### config.mk
export PLATFORM = sky130hd
export DESIGN_NAME = ffs
export DESIGN_NICKNAME = d
export VERILOG_FILES = /design/src/rtl/ffs.sv
export SDC_FILE = /design/constraint.sdc
export NUM_CORES = 2
export LEC_CHECK = 0
export CAP_MARGIN = 30
export CORE_AREA = 3 3 380 288
export DETAILED_ROUTE_END_ITERATION = 10
export DIE_AREA = 0 0 383 291
export GPL_TIMING_DRIVEN = 0
export HOLD_SLACK_MARGIN = 0.06
export PLACE_DENSITY = 0.83
export SLEW_MARGIN = 20
export SYNTH_ARGS = -nofsm -noshare
export SYNTH_HDL_FRONTEND = slang
export SYNTH_SLANG_ARGS = --single-unit
### constraint.sdc
create_clock -name clk -period 45.3 [get_ports clk]
set_input_delay 4.53 -clock clk [delete_from_list [all_inputs] [get_ports clk]]
set_output_delay 4.53 -clock clk [all_outputs]
set_load 0.01 [all_outputs]
### src/rtl/ffs.sv
// ffs: limb-serial subtractor over GF(2^255-19).
// Computes out = (a_i - b_i) mod p with a 64-bit subtract limb and a
// 64-bit add-p correction limb per cycle; start/done timing matches the
// field adder so the two units are interchangeable in a schedule.
module ffs (
  input  logic         clk,
  input  logic         rst,
  input  logic         start,
  input  logic [254:0] a_i,
  input  logic [254:0] b_i,
  output logic [254:0] out,
  output logic         done,
  output logic         busy
);

  localparam int unsigned LIMB_W = 64;
  localparam logic [255:0] P =
    256'h7FFF_FFFF_FFFF_FFFF_FFFF_FFFF_FFFF_FFFF_FFFF_FFFF_FFFF_FFFF_FFFF_FFFF_FFFF_FFED;

  typedef enum logic [2:0] {
    S_IDLE,
    S_L0,
    S_L1,
    S_L2,
    S_L3,
    S_FIX
  } state_t;

  state_t state, state_next;

  logic [255:0] a_r, b_r;     // captured operands, zero-extended
  logic [255:0] d_r;          // a - b, raw two's-complement difference
  logic [255:0] s_r;          // d + p, the borrow-corrected candidate
  logic         bor_r;        // borrow out of the last subtract limb
  logic         cry_r;        // carry out of the last correction limb

  // Per-cycle limb selection and chaining inputs.
  logic              sub_en, add_en;
  logic [1:0]        sub_k, add_k;
  logic              bor_in, cry_in;
  logic [LIMB_W:0]   sub_res, add_res;
  logic [255:0]      s_full;

  // Next-state decode and limb arithmetic for the current slot.
  // NOTE: every signal written here gets a default first so no path leaves
  // it unassigned; otherwise synthesis infers a latch.
  always_comb begin
    state_next = state;
    sub_en     = 1'b0;
    add_en     = 1'b0;
    sub_k      = 2'd0;
    add_k      = 2'd0;
    bor_in     = bor_r;
    cry_in     = cry_r;
    case (state)
      S_IDLE: if (start) state_next = S_L0;
      S_L0: begin
        sub_en     = 1'b1;
        sub_k      = 2'd0;
        bor_in     = 1'b0;
        state_next = S_L1;
      end
      S_L1: begin
        sub_en     = 1'b1;
        sub_k      = 2'd1;
        add_en     = 1'b1;
        add_k      = 2'd0;
        cry_in     = 1'b0;
        state_next = S_L2;
      end
      S_L2: begin
        sub_en     = 1'b1;
        sub_k      = 2'd2;
        add_en     = 1'b1;
        add_k      = 2'd1;
        state_next = S_L3;
      end
      S_L3: begin
        sub_en     = 1'b1;
        sub_k      = 2'd3;
        add_en     = 1'b1;
        add_k      = 2'd2;
        state_next = S_FIX;
      end
      S_FIX: begin
        add_en     = 1'b1;
        add_k      = 2'd3;
        state_next = S_IDLE;
      end
      default: state_next = S_IDLE;
    endcase

    // Bit 64 of a 65-bit difference is the borrow; of a 65-bit sum, the carry.
    sub_res = {1'b0, a_r[{sub_k, 6'd0} +: LIMB_W]}
            - {1'b0, b_r[{sub_k, 6'd0} +: LIMB_W]}
            - {{LIMB_W{1'b0}}, bor_in};
    add_res = {1'b0, d_r[{add_k, 6'd0} +: LIMB_W]}
            + {1'b0, P[{add_k, 6'd0} +: LIMB_W]}
            + {{LIMB_W{1'b0}}, cry_in};

    // Top correction limb is only ready in FIX, so splice it in combinationally.
    s_full           = s_r;
    s_full[255:192]  = add_res[LIMB_W-1:0];
  end

  // State, datapath and output registers.
  // NOTE: state is updated with non-blocking assignments so every register
  // samples the pre-edge values, independent of statement order.
  // NOTE: the wide operand/partial registers are reset too, because a reset
  // must leave no trace of an aborted operation.
  always_ff @(posedge clk or posedge rst) begin
    if (rst) begin
      state <= S_IDLE;
      a_r   <= '0;
      b_r   <= '0;
      d_r   <= '0;
      s_r   <= '0;
      bor_r <= 1'b0;
      cry_r <= 1'b0;
      out   <= '0;
      done  <= 1'b0;
      busy  <= 1'b0;
    end else begin
      state <= state_next;
      done  <= 1'b0;

      if (state == S_IDLE && start) begin
        a_r   <= {1'b0, a_i};
        b_r   <= {1'b0, b_i};
        bor_r <= 1'b0;
        cry_r <= 1'b0;
        busy  <= 1'b1;
      end

      if (sub_en) begin
        d_r[{sub_k, 6'd0} +: LIMB_W] <= sub_res[LIMB_W-1:0];
        bor_r                        <= sub_res[LIMB_W];
      end

      if (add_en) begin
        s_r[{add_k, 6'd0} +: LIMB_W] <= add_res[LIMB_W-1:0];
        cry_r                        <= add_res[LIMB_W];
      end

      // Final borrow set means a < b, so the p-corrected value is the answer.
      if (state == S_FIX) begin
        out  <= bor_r ? s_full[254:0] : d_r[254:0];
        done <= 1'b1;
        busy <= 1'b0;
      end
    end
  end

endmodule

==> flow_summary.json <==
{
  "outcome": "finished clean",
  "dieArea_um2": 111000,
  "crit-reg2reg-launch": "state[1]",
  "die_w_um": 383,
  "synth_xor_area_share_pct": 1.75,
  "synth_mux_area_share_pct": 14.1,
  "initial_core_util_pct": 56.0,
  "critPathBufInv": 12,
  "drt_iter0_drc": 6331,
  "synth_cell_types": 99,
  "fp.coreArea_um2": 106000,
  "final_antenna_net_count": 0,
  "io_pins": 770,
  "period_share_pct": 21.6,
  "path_common_cell": "clkbuf_1",
  "grt_pass1_vias": 51900,
  "cpLargestDelayFamily": "buffers and inverters",
  "min_delay_path_depth": 2,
  "drv_slew": 0,
  "synth_top_area_cell": "dfrtp_1",
  "critPathMaxFanout": 10,
  "cp.arrival_ps": 10490,
  "drive_above_1_share_pct": 13.8,
  "synthCells": 5445,
  "htreeDepth": 3,
  "ys_seq_area_share_pct": 51.6,
  "reg2reg_to": "d_r[236]",
  "tightest_slew_ps": 1220,
  "reg2reg_slack_ps": 35490,
  "rows": 103,
  "track_usage_pct": 43.6,
  "clkSinkCount": 1220,
  "fin_nets": 7045,
  "vias_per_cell": 6.57,
  "synth_warnings": 0,
  "vias": 52400,
  "synth-simple-area-share_pct": 7.25,
  "r2r_cells": 26,
  "gp_congestion": 1.02,
  "synth_top_family_by_area": "compound AO/OA/AOI/OAI gates",
  "synth_compound_area_share_pct": 18.4,
  "drc": 0,
  "synthFlopType": "dfrtp_1",
  "period_needed_ps": 9810,
  "netlist_area_um2": 59100,
  "cts-root-buf": "clkbuf_16",
  "cap_violations": 0,
  "relSlewSlack_pct": 18.2,
  "hold_viol_final": 0,
  "placed_cells": 7673,
  "slowest_stage": "xor2_1",
  "clockBufferDepth": 3,
  "synth_edf_count": 0,
  "whs_endpoint": "out[40]",
  "path_depth": 26,
  "synthTopCellsByArea": "dfrtp_1 52%, mux2_2 9.9%, o21ai_0 5.5%, a22o_1 4.2%, mux2i_1 4.1%",
  "antenna_found_initial": 78,
  "start_kind": "flip-flop",
  "cpPeakStageDelay_ps": 880,
  "syn_nets": 6098,
  "synth_top_area_share_pct": 51.6,
  "clock.fmax_mhz": 102,
  "grt_overflow": 0,
  "crit_type": "reg2reg",
  "synthArstFlopShare_pct": 100,
  "cts_tree": "yes",
  "finalSetupViolCount": 0,
  "rsz0062_at_grt": "false",
  "grt_pass1_wl_um": 357000,
  "fin_cells": 7966,
  "cts_made_buffers": 119,
  "critical_path.endpoint_type": "flip-flop",
  "totalWireLength_um": 248000,
  "drtPass1Iterations": 8,
  "wire_per_inst_um": 31.2,
  "synth_fa_ha_area_share_pct": 3.00,
  "worstHoldStart": "out[40]",
  "dp.final_hpwl_um": 191000,
  "critPathRequiredTime_ps": 45980,
  "hold_buffers": 0,
  "die_h_um": 291,
  "ys_ff_latch": 1220,
  "area_delta_synth_final_pct": 24.8,
  "clk_latency_ps": 770,
  "cts.repair.resized": 0,
  "hp-class": "reg2reg",
  "syn_avg_cell_area_um2": 10.9,
  "postCtsSetupBuffers": 0,
  "grt_max_degree": 110,
  "clkSlewWorstSetupHoldPaths_ps": 70,
  "finClkSkew_ps": 33.3,
  "port_buffers": 769
}
placed cells by master, fill, tap and decap left out, types with 45 or more instances in the layout:
cell             Yosys  routed
nand3_1             45      45
ha_1               137     137
xnor2_1             71      66
clkbuf_1           356     367
diode_2              0      58
o221ai_1            94      94
a22o_1             284     284
nand2_1            581     581
clkbuf_16            0     121
o22ai_1            165     165
a21oi_1            194     194
inv_1              151     150
dfrtp_1           1220    1220
xor2_1              47      46
a21o_1              58      58
mux2_2             521     521
o21ai_0            654     654
clkdlybuf4s50_1      0     769
nor2_1             131     131
mux2i_1            240     240
tightest hold or removal path: stages, from the launching register on:
cell and delay [ps]:
dfrtp_1 340, nand2_1 40, o21ai_0 50
sequential cells by signal (all words and copies together), names as in the netlist:
register and count:
b_r 255, bor_r 1, d_r 256, busy 1
state 3, out 255, a_r 255, cry_r 1
done 1, s_r 192
worst max-delay path by stage:
stage	from	to	slack [ps]
after floorplan	rst	a_r[0]	6400
after global placement	rst	a_r[118]	-6720
after detailed placement	state[0]	d_r[45]	35890
after CTS	state[0]	d_r[45]	35880
after global routing	state[1]	d_r[113]	35450
final	state[1]	d_r[236]	35490
synth_stat cells (all sizes together), types with 6 or more instances:
cell type  number
nor3           15
o21a            6
or3             7
o2bb2ai         9
o21ai         671
a211oi         20
and2            8
buf            68
and3           35
nor4           13
nor2b          18
nor2          132
xor2           47
o211ai          6
a22o          284
or4             7
xnor2          71
a221oi         42
o32ai           8
o22ai         165
o21bai         12
mux2i         241
mux2          525
a21o           58
o221a           6
o221ai         94
inv           153
o22a            8
a211o           9
nand2b         11
a31o            6
dfrtp        1220
nor3b          13
clkbuf        356
a31oi          29
ha            137
a21oi         194
nand3b         12
or2            10
nand4          23
nand3          47
nand2         581
logic make-up after synthesis:
| kind of cell | count (synthesis) |
|---|---|
| muxes | 766 |
| xor gates and xnor gates | 118 |
| adders and majority gates | 140 |
| AOI/OAI and AO/OA | 1674 |
| DFF | 1220 |
| and+or+nand+nor | 949 |
| buffers and inverters | 578 |
per-stage QoR:
step | hold slack, ps | setup WS [ps] | setup TNS, ps | instance area [um2] | utilization, %
floorplan | 450 | 6400 | 0 | 59100 | -
global placement | 460 | -6720 | -7938210 | 68600 | 65.0
detailed placement | 465 | 35890 | 0 | 69400 | 65.7
CTS | 479 | 35880 | 0 | 73500 | 69.6
global route | 493 | 35450 | 0 | 73700 | 69.9
finish | 475 | 35490 | 0 | 73800 | 69.9
per-layer routing:
metal / up-vias / GRT usage (%) / routed length [um]
li1: 21800 / - / -
met1: 26400 / 55.8 / 93200
met2: 3386 / 65.8 / 110000
met3: 737 / 15.2 / 29800
met4: 40 / 22.6 / 14900
met5: - / 0 / 296
final cells by class:
class / instances / area [um2]
well taps: 1417 / 1770
fillers: 7773 / 31800
multi-input cells: 3647 / 26400
diodes: 58 / 145
clock buffers: 172 / 3490
clock inverters: 48 / 617
repair buffers: 826 / 8520
plain buffers: 424 / 1750
flip-flops and latches: 1220 / 30500
inverters: 154 / 586
Power is not shown: default switching activity piles up to over one toggle a cycle in this logic, so the estimate is an artifact.
